$ cat config.mk
export PLATFORM = sky130hd
export DESIGN_NAME = instr_mem_loader
export DESIGN_NICKNAME = d
export VERILOG_FILES = /design/src/rtl/instr_mem_loader_pkg.sv /design/src/rtl/instr_mem_loader_word_packer.sv /design/src/rtl/instr_mem_loader.sv
export SDC_FILE = /design/constraint.sdc
export NUM_CORES = 1
export LEC_CHECK = 0
export ABC_CLOCK_PERIOD_IN_PS = 9630
export BUFFER_PORTS_ARGS = -buffer_cell sky130_fd_sc_hd__clkbuf_2
export CAP_MARGIN = 20
export CORE_UTILIZATION = 60
export CTS_BUF_LIST = sky130_fd_sc_hd__clkbuf_16
export CTS_CLUSTER_DIAMETER = 100
export CTS_CLUSTER_SIZE = 28
export DETAILED_ROUTE_END_ITERATION = 6
export HOLD_SLACK_MARGIN = 0.02
export PLACE_DENSITY_LB_ADDON = 0.3
export SLEW_MARGIN = 0
export SYNTH_ARGS = -nofsm -noshare
export SYNTH_HDL_FRONTEND = slang
export SYNTH_SLANG_ARGS = --single-unit
$ cat constraint.sdc
create_clock -name clk -period 9.63 [get_ports clk]
set_input_delay 1.926 -clock clk [delete_from_list [all_inputs] [get_ports clk]]
set_output_delay 1.926 -clock clk [all_outputs]
set_load 0.1 [all_outputs]
$ cat src/rtl/instr_mem_loader_pkg.sv
// Shared definitions for the boot-time instruction memory loader.
package instr_mem_loader_pkg;

  typedef enum logic [2:0] {
    ST_IDLE,
    ST_RECV,
    ST_WRITE,
    ST_CHECK,
    ST_DONE
  } state_t;

  localparam int WORD_BYTES = 4;
  localparam int BYTE_CNT_W = $clog2(WORD_BYTES);

endpackage

$ cat src/rtl/instr_mem_loader_word_packer.sv
// Packs a byte stream big-endian into 32-bit words and keeps a mod-256 byte sum.
module instr_mem_loader_word_packer
  import instr_mem_loader_pkg::*;
(
  input  logic        clk,
  input  logic        reset,
  input  logic        i_clr,
  input  logic        i_push,
  input  logic [7:0]  i_byte,
  output logic [31:0] o_word,
  output logic        o_word_full,
  output logic [7:0]  o_sum
);

  logic [23:0]           r_shift;
  logic [BYTE_CNT_W-1:0] r_cnt;
  logic [7:0]            r_sum;

  always_ff @(posedge clk or posedge reset) begin
    if (reset) begin
      r_shift <= '0;
      r_cnt   <= '0;
      r_sum   <= '0;
    end else if (i_clr) begin
      r_shift <= '0;
      r_cnt   <= '0;
      r_sum   <= '0;
    end else if (i_push) begin
      r_shift <= {r_shift[15:0], i_byte};
      r_cnt   <= r_cnt + 1'b1;
      r_sum   <= r_sum + i_byte;
    end
  end

  // The word is complete in the same cycle as its fourth byte, so the top can
  // register it straight into the memory write port.
  assign o_word      = {r_shift, i_byte};
  assign o_word_full = i_push && (r_cnt == BYTE_CNT_W'(WORD_BYTES - 1));
  assign o_sum       = r_sum;

endmodule

$ cat src/rtl/instr_mem_loader.sv
// Boot loader: byte stream -> word writes into instruction memory, checksum-gated CPU release.
module instr_mem_loader
  import instr_mem_loader_pkg::*;
#(
  parameter int ADDR_WIDTH = 8
) (
  input  logic                clk,
  input  logic                reset,
  input  logic                start,
  input  logic [ADDR_WIDTH:0] word_count,
  input  logic                byte_valid,
  input  logic [7:0]          byte_data,
  output logic                byte_ready,
  output logic                mem_we,
  output logic [31:0]         mem_addr,
  output logic [31:0]         mem_wdata,
  output logic                busy,
  output logic                done,
  output logic                error,
  output logic                cpu_hold
);

  localparam logic [ADDR_WIDTH:0] MAX_WORDS = {1'b1, {ADDR_WIDTH{1'b0}}};
  localparam logic [ADDR_WIDTH:0] ONE       = {{ADDR_WIDTH{1'b0}}, 1'b1};

  state_t                r_state;
  logic [ADDR_WIDTH:0]   r_n;
  logic [ADDR_WIDTH-1:0] r_index;

  logic                w_xfer;
  logic                w_arm;
  logic                w_push;
  logic                w_last;
  logic [ADDR_WIDTH:0] w_n_req;
  logic [31:0]         w_word;
  logic                w_word_full;
  logic [7:0]          w_sum;

  assign w_xfer  = byte_valid && byte_ready;
  assign w_arm   = start && ((r_state == ST_IDLE) || (r_state == ST_DONE));
  assign w_push  = w_xfer && (r_state == ST_RECV);
  assign w_last  = ({1'b0, r_index} == (r_n - ONE));
  assign w_n_req = (word_count > MAX_WORDS) ? MAX_WORDS : word_count;

  instr_mem_loader_word_packer u_packer (
    .clk         (clk),
    .reset       (reset),
    .i_clr       (w_arm),
    .i_push      (w_push),
    .i_byte      (byte_data),
    .o_word      (w_word),
    .o_word_full (w_word_full),
    .o_sum       (w_sum)
  );

  always_ff @(posedge clk or posedge reset) begin
    if (reset) begin
      r_state    <= ST_IDLE;
      r_n        <= '0;
      r_index    <= '0;
      byte_ready <= 1'b0;
      mem_we     <= 1'b0;
      mem_addr   <= '0;
      mem_wdata  <= '0;
      busy       <= 1'b0;
      done       <= 1'b0;
      error      <= 1'b0;
      cpu_hold   <= 1'b1;
    end else begin
      case (r_state)
        ST_IDLE, ST_DONE: begin
          if (start) begin
            r_n      <= w_n_req;
            r_index  <= '0;
            error    <= 1'b0;
            // An empty load finishes immediately with a clean result.
            if (w_n_req == '0) begin
              r_state  <= ST_DONE;
              done     <= 1'b1;
              busy     <= 1'b0;
              cpu_hold <= 1'b0;
            end else begin
              r_state    <= ST_RECV;
              done       <= 1'b0;
              busy       <= 1'b1;
              cpu_hold   <= 1'b1;
              byte_ready <= 1'b1;
            end
          end
        end
        ST_RECV: begin
          if (w_word_full) begin
            r_state    <= ST_WRITE;
            byte_ready <= 1'b0;
            mem_we     <= 1'b1;
            mem_addr   <= 32'({r_index, 2'b00});
            mem_wdata  <= w_word;
          end
        end
        ST_WRITE: begin
          mem_we     <= 1'b0;
          byte_ready <= 1'b1;
          if (w_last) begin
            r_state <= ST_CHECK;
          end else begin
            r_index <= r_index + 1'b1;
            r_state <= ST_RECV;
          end
        end
        ST_CHECK: begin
          if (w_xfer) begin
            r_state    <= ST_DONE;
            byte_ready <= 1'b0;
            busy       <= 1'b0;
            done       <= 1'b1;
            error      <= (byte_data != w_sum);
            cpu_hold   <= (byte_data != w_sum);
          end
        end
        default: r_state <= ST_IDLE;
      endcase
    end
  end

endmodule

* Yosys cells after proc, flatten, opt, wreduce, memory -nomap -nowiden
Index checks and enable logic that the tools add are counted.
** Storage, ports and cells
- Register bits after elaboration :: 100
- Bits of input ports :: 21
- Output and inout port bits :: 70
- Logic and storage cells :: 85
** Operators by class
- $add $sub $neg :: 4
- $lt $le $gt $ge :: 1
- Eq/ne operators :: 12
- Multiplexer cells :: 34
- Reduce and logical (&&, ||, !) cells :: 20
** Operator list (number)
- 2-to-1 mux 24 bit :: 2
- 2-to-1 mux 8 bit :: 4
- one-hot mux 8 bit (2 select lines) :: 1
- 2-to-1 mux 1 bit :: 12
- 2-to-1 mux 3 bit :: 4
- one-hot mux 3 bit (4 select lines) :: 1
- one-hot mux 1 bit (2 select lines) :: 5
- equality test 8 x 9 -> 1 bit :: 1
- > comparator 9 bit (second input constant) :: 1
- logical NOT 9 bit :: 1
- 2-to-1 mux 9 bit :: 1
- AND reduction 3 bit :: 3
- subtractor 9 x 1 -> 9 bit (second input constant) :: 1
- adder 8 x 1 -> 8 bit (second input constant) :: 1
- adder 8 bit :: 1
- inequality test 2 bit (second input constant) :: 4
- inequality test 8 bit :: 1
- nonzero test 2 bit :: 4
- equality test 3 x 2 -> 1 bit (second input constant) :: 2
- 2-to-1 mux 2 bit :: 3
- AND reduction 2 bit :: 3
- AND reduction 5 bit :: 1
- logical AND 1 bit :: 4
- one-hot mux 1 bit (4 select lines) :: 1
- other kinds (9) :: 9

* Longest topological paths before layout
- Depth after elaboration :: 6
- Mapped depth :: 9
- Mapped depth without buffers :: 9

* By module
A second synthesis with hierarchy kept.
** Unflattened totals
- Cell total of the unflattened synthesis :: 480
- Area, all modules :: 5250.0 sq um
** By module, submodules not included
- instr_mem_loader :: instances 1, cells each 317, area each 3470.8 sq um, seq. area each 1652.8 sq um
- instr_mem_loader_word_packer :: instances 1, cells each 163, area each 1779.2 sq um, seq. area each 850.8 sq um

* Worst setup path before layout
OpenSTA, ideal clock, no wires.
- Path kind :: in2reg
- Start point :: in byte_data[0]
- End point :: reg u_packer.r_sum[6] (netlist: u_packer.o_sum[6])
- Setup time :: 0.097 ns
- Data arrival time :: 3.301 ns
- Data required time :: 9.533 ns
- Path slack :: 6.232 ns
- Stages :: 9
- Path buffers :: 0
- Cells stage by stage :: ha_1 > inv_1 > fa_1 > nor2b_1 > o21ai_0 > a21boi_0 > o21ai_0 > nor3b_1 > o31ai_1
** Between the ends
- Cells in the longest elaborated chain, start to end :: 3
** Ends and longest elaborated chain
- start, declared :: line instr_mem_loader.sv:12 : input logic [7:0] byte_data,
- adder 8 bit :: line instr_mem_loader_word_packer.sv:31 : r_sum <= r_sum + i_byte;
- 2-to-1 mux 8 bit :: line instr_mem_loader_word_packer.sv:28 : end else if (i_push) begin
- 2-to-1 mux 8 bit :: line instr_mem_loader_word_packer.sv:24 : end else if (i_clr) begin
- end signal, assigned :: line instr_mem_loader_word_packer.sv:31
- end, declared :: line instr_mem_loader_word_packer.sv:17 : logic [7:0] r_sum;
Every way passes these cells. The select of a mux whose other input is x is not followed.
A chain may end at the register's enable or synchronous reset.

* Final worst setup path
Ends and elaborated chain as after synthesis.

==> impl_metrics.json <==
{
  "grtUsageTotal": 0.2457,
  "clk_latency_ns": 0.34,
  "cp_data_arrival_time_ns": 3.64,
  "worstHoldPathCells": 1,
  "syn_area_um2": 4918,
  "reg2reg_to": "r_index[3]",
  "port_buffers": 66,
  "cp_common_cell": "o21ai_0",
  "pre_cts_ws_ns": 5.938,
  "leakagePower_nw": 2.856,
  "grt_pass1_vias": 3452,
  "drv_slew": 0,
  "ys_seq_elements": 100,
  "h-tree-depth": 3,
  "drtIter0Drc": 221,
  "register_area_um2": 2504,
  "postPlaceCellArea_um2": 5190,
  "synth-main-ff-cell": "dfrtp_1",
  "cp-start-kind": "input port",
  "cp-startpoint": "byte_data[0]",
  "p_total_mw": 1.538,
  "syn_area_per_cell_um2": 10.40,
  "power.density_nw_per_um2": 281.8,
  "die_w_um": 92.54,
  "ios": 91,
  "clockBufferDepth": 2,
  "status": "finished clean",
  "hpwl_um": 6388,
  "first_pass_iters": 4,
  "fmax_mhz": 294.4,
  "crit_slowest_cell": "fa_1",
  "yosys.area.top_type": "dfrtp_1",
  "route.detailed.drc": 0,
  "synth_cell_types": 58,
  "maxSlewHeadroom": 0.2642,
  "routed_wl_um": 9647,
  "ys_warn_count": 0,
  "worst-path-max-fanout": 3,
  "rrSetupSlack_ns": 6.91,
  "grt_pass1_wl_um": 16470,
  "critical_path_required_ns": 9.87,
  "synth-edff-count": 0,
  "worst_ir_drop_vdd_mv": 0.2070,
  "syn2layout_area_growth_pct": 10.99,
  "rsz0062_at_grt": "no",
  "place.gp.congestion": 0.8768,
  "path_cells": "clkbuf_2 -> ha_1 -> inv_1 -> fa_1 -> nor2b_1 -> o21ai_0 -> a21boi_0 -> o21ai_0 -> nor3b_1 -> o31ai_1",
  "globalRoute.totalOverflow": 0,
  "finalCritPeriodShare": 0.3527,
  "clk_pin_slew_ns": 0.07,
  "layout-drive-gt1-share": 0.2603,
  "seq_area_frac_synth": 0.5090,
  "synth_top_area_share": 0.5037,
  "path_class": "input port to flip-flop",
  "die-area_um2": 8564,
  "via_count": 3600,
  "whs_endpoint": "error",
  "fin_nets": 561,
  "post_cts_buffers": 0,
  "synth_area_leaders": "dfrtp_1, mux2_2, nand2_1, nand3_1, buf_4",
  "antenna_found_initial": 0,
  "cts_resized": 0,
  "cts_made_buffers": 9,
  "core.rowCount": 32,
  "worstSetupEndpointType": "flip-flop",
  "finClkSkew_ns": 0.007458,
  "cts.sinks": 100,
  "core_um2": 7848,
  "initial_core_util": 0.6268,
  "setup_ws_ns": 6.233,
  "post_drt_wl_per_cell_um": 15.17,
  "maxCapViolCount": 0,
  "synthCells": 473,
  "fill_cells": 612,
  "synthArstFlopShare": 1.000,
  "stdcell_area_um2": 5459,
  "setup_tns_ns": 0,
  "multi_input_area_um2": 2147,
  "tritoncts": "built",
  "drtAntennaViolNets": 0,
  "min_path_type": "flip-flop to flip-flop",
  "timing.rr.start": "r_n[0]",
  "hold_viol_final": 0,
  "hold_slack_ns": 0.4848,
  "setup_viol": 0,
  "die_y_um": 92.54,
  "via_per_inst": 5.660,
  "fin_crit_ns": 3.397,
  "cts_hold_buf": 0,
  "cts-root-buf": "clkbuf_16",
  "grt_max_degree": 80,
  "reg2reg_depth": 8,
  "worstMarginPinSlew_ns": 1.099,
  "num_antenna_cells": 0,
  "min-delay-start": "error",
  "cpPeakStageDelay_ns": 0.40
}
per-stage QoR:
| step | utilization | std cells |
|---|---|---|
| floorplan | - | 496 |
| global placement | 0.6614 | 620 |
| detailed placement | 0.6614 | 620 |
| CTS | 0.6956 | 636 |
| global route | 0.6956 | 636 |
| finish | 0.6956 | 636 |
layout by cell type (no fill, tap or decap), types with 5 or more instances in the layout:
cell type / netlist / routed
a21oi_1: 8 / 8
clkbuf_16: 0 / 9
clkbuf_2: 0 / 66
conb_1: 1 / 24
dfrtp_1: 99 / 99
ha_1: 10 / 10
inv_1: 13 / 12
mux2_2: 40 / 40
nand2_1: 73 / 72
nand2b_1: 15 / 15
nand3_1: 42 / 42
nor2_1: 16 / 16
nor3_1: 10 / 10
o21ai_0: 23 / 23
o31ai_1: 6 / 6
xnor2_1: 5 / 5
xor2_1: 7 / 7
metal layers:
metal  global-route usage  wire [µm]
met5                    0          0
met4              0.09245        170
met3              0.02956        417
met2               0.3988       4753
met1               0.3403       4306
area by class of cell:
class / count / share of cell area
Clock buffer: 9 / 0.04126
Sequential cell: 100 / 0.4586
Tap cell: 102 / 0.02338
Clock inverter: 7 / 0.008022
Timing Repair Buffer: 70 / 0.06601
Inverter: 13 / 0.009397
Multi-Input combinational cell: 335 / 0.3933
kinds of logic (layout without fill, tap and decap cells):
family	count (synthesis)	after routing	synth area share
muxes	43	43	0.09768
other	1	24	0.0007624
xor gates and xnor gates	12	12	0.02137
AOI/OAI and AO/OA	61	61	0.08548
DFF	100	100	0.5090
and+or+nand+nor	184	184	0.1832
buffers and inverters	61	99	0.07301
adders and majority gates	11	11	0.02951
how the worst max path moves through the flow:
stage | to
finish | u_packer.o_sum[6]
global route | u_packer.o_sum[6]
CTS | u_packer.o_sum[6]
detailed placement | u_packer.o_sum[6]
global placement | u_packer.o_sum[6]
floorplan | busy
state kept, by name, summed over array words and instances (netlist names):
| register | flops |
|---|---|
| mem_wdata | 32 |
| u_packer.r_shift | 24 |
| r_n | 9 |
| mem_addr | 8 |
| r_index | 8 |
| u_packer.o_sum | 8 |
| r_state | 3 |
| u_packer.r_cnt | 2 |
| busy | 1 |
| byte_ready | 1 |
| cpu_hold | 1 |
| done | 1 |
| error | 1 |
| mem_we | 1 |
cell usage after synthesis (2+ instances only):
| cell type | number |
|---|---|
| or4_2 | 2 |
| a21o_1 | 4 |
| clkbuf_1 | 16 |
| inv_1 | 13 |
| nor3_1 | 10 |
| nor4_1 | 3 |
| nor2_1 | 16 |
| o31ai_1 | 6 |
| ha_1 | 10 |
| buf_6 | 2 |
| xor2_1 | 7 |
| nor3b_1 | 3 |
| a21boi_1 | 2 |
| nand3_1 | 42 |
| o22a_1 | 2 |
| mux2i_1 | 3 |
| buf_1 | 2 |
| nand2b_1 | 15 |
| nor2b_1 | 3 |
| clkbuf_8 | 2 |
| dfrtp_1 | 99 |
| a21boi_0 | 3 |
| mux2_2 | 40 |
| nand2_1 | 73 |
| and3_1 | 2 |
| a21oi_1 | 8 |
| o211ai_1 | 2 |
| nand4_1 | 3 |
| buf_4 | 25 |
| o21ai_0 | 23 |
| xnor2_1 | 5 |
report_power, final:
| group | switching [mW] | internal, mW | leakage, nW |
|---|---|---|---|
| clock | 0.159 | 0.173 | 0.124 |
| sequential | 0.0900 | 0.515 | 1.36 |
| combinational | 0.434 | 0.167 | 1.37 |
worst max-delay path, delay by kind of cell:
| family | cells | cell delay (ns) |
|---|---|---|
| AOI/OAI and AO/OA | 4 | 0.69 |
| adders and majority gates | 2 | 0.57 |
| and+or+nand+nor | 2 | 0.28 |
| buffers and inverters | 2 | 0.16 |
Note: power is estimated with default switching activity, not from simulation.
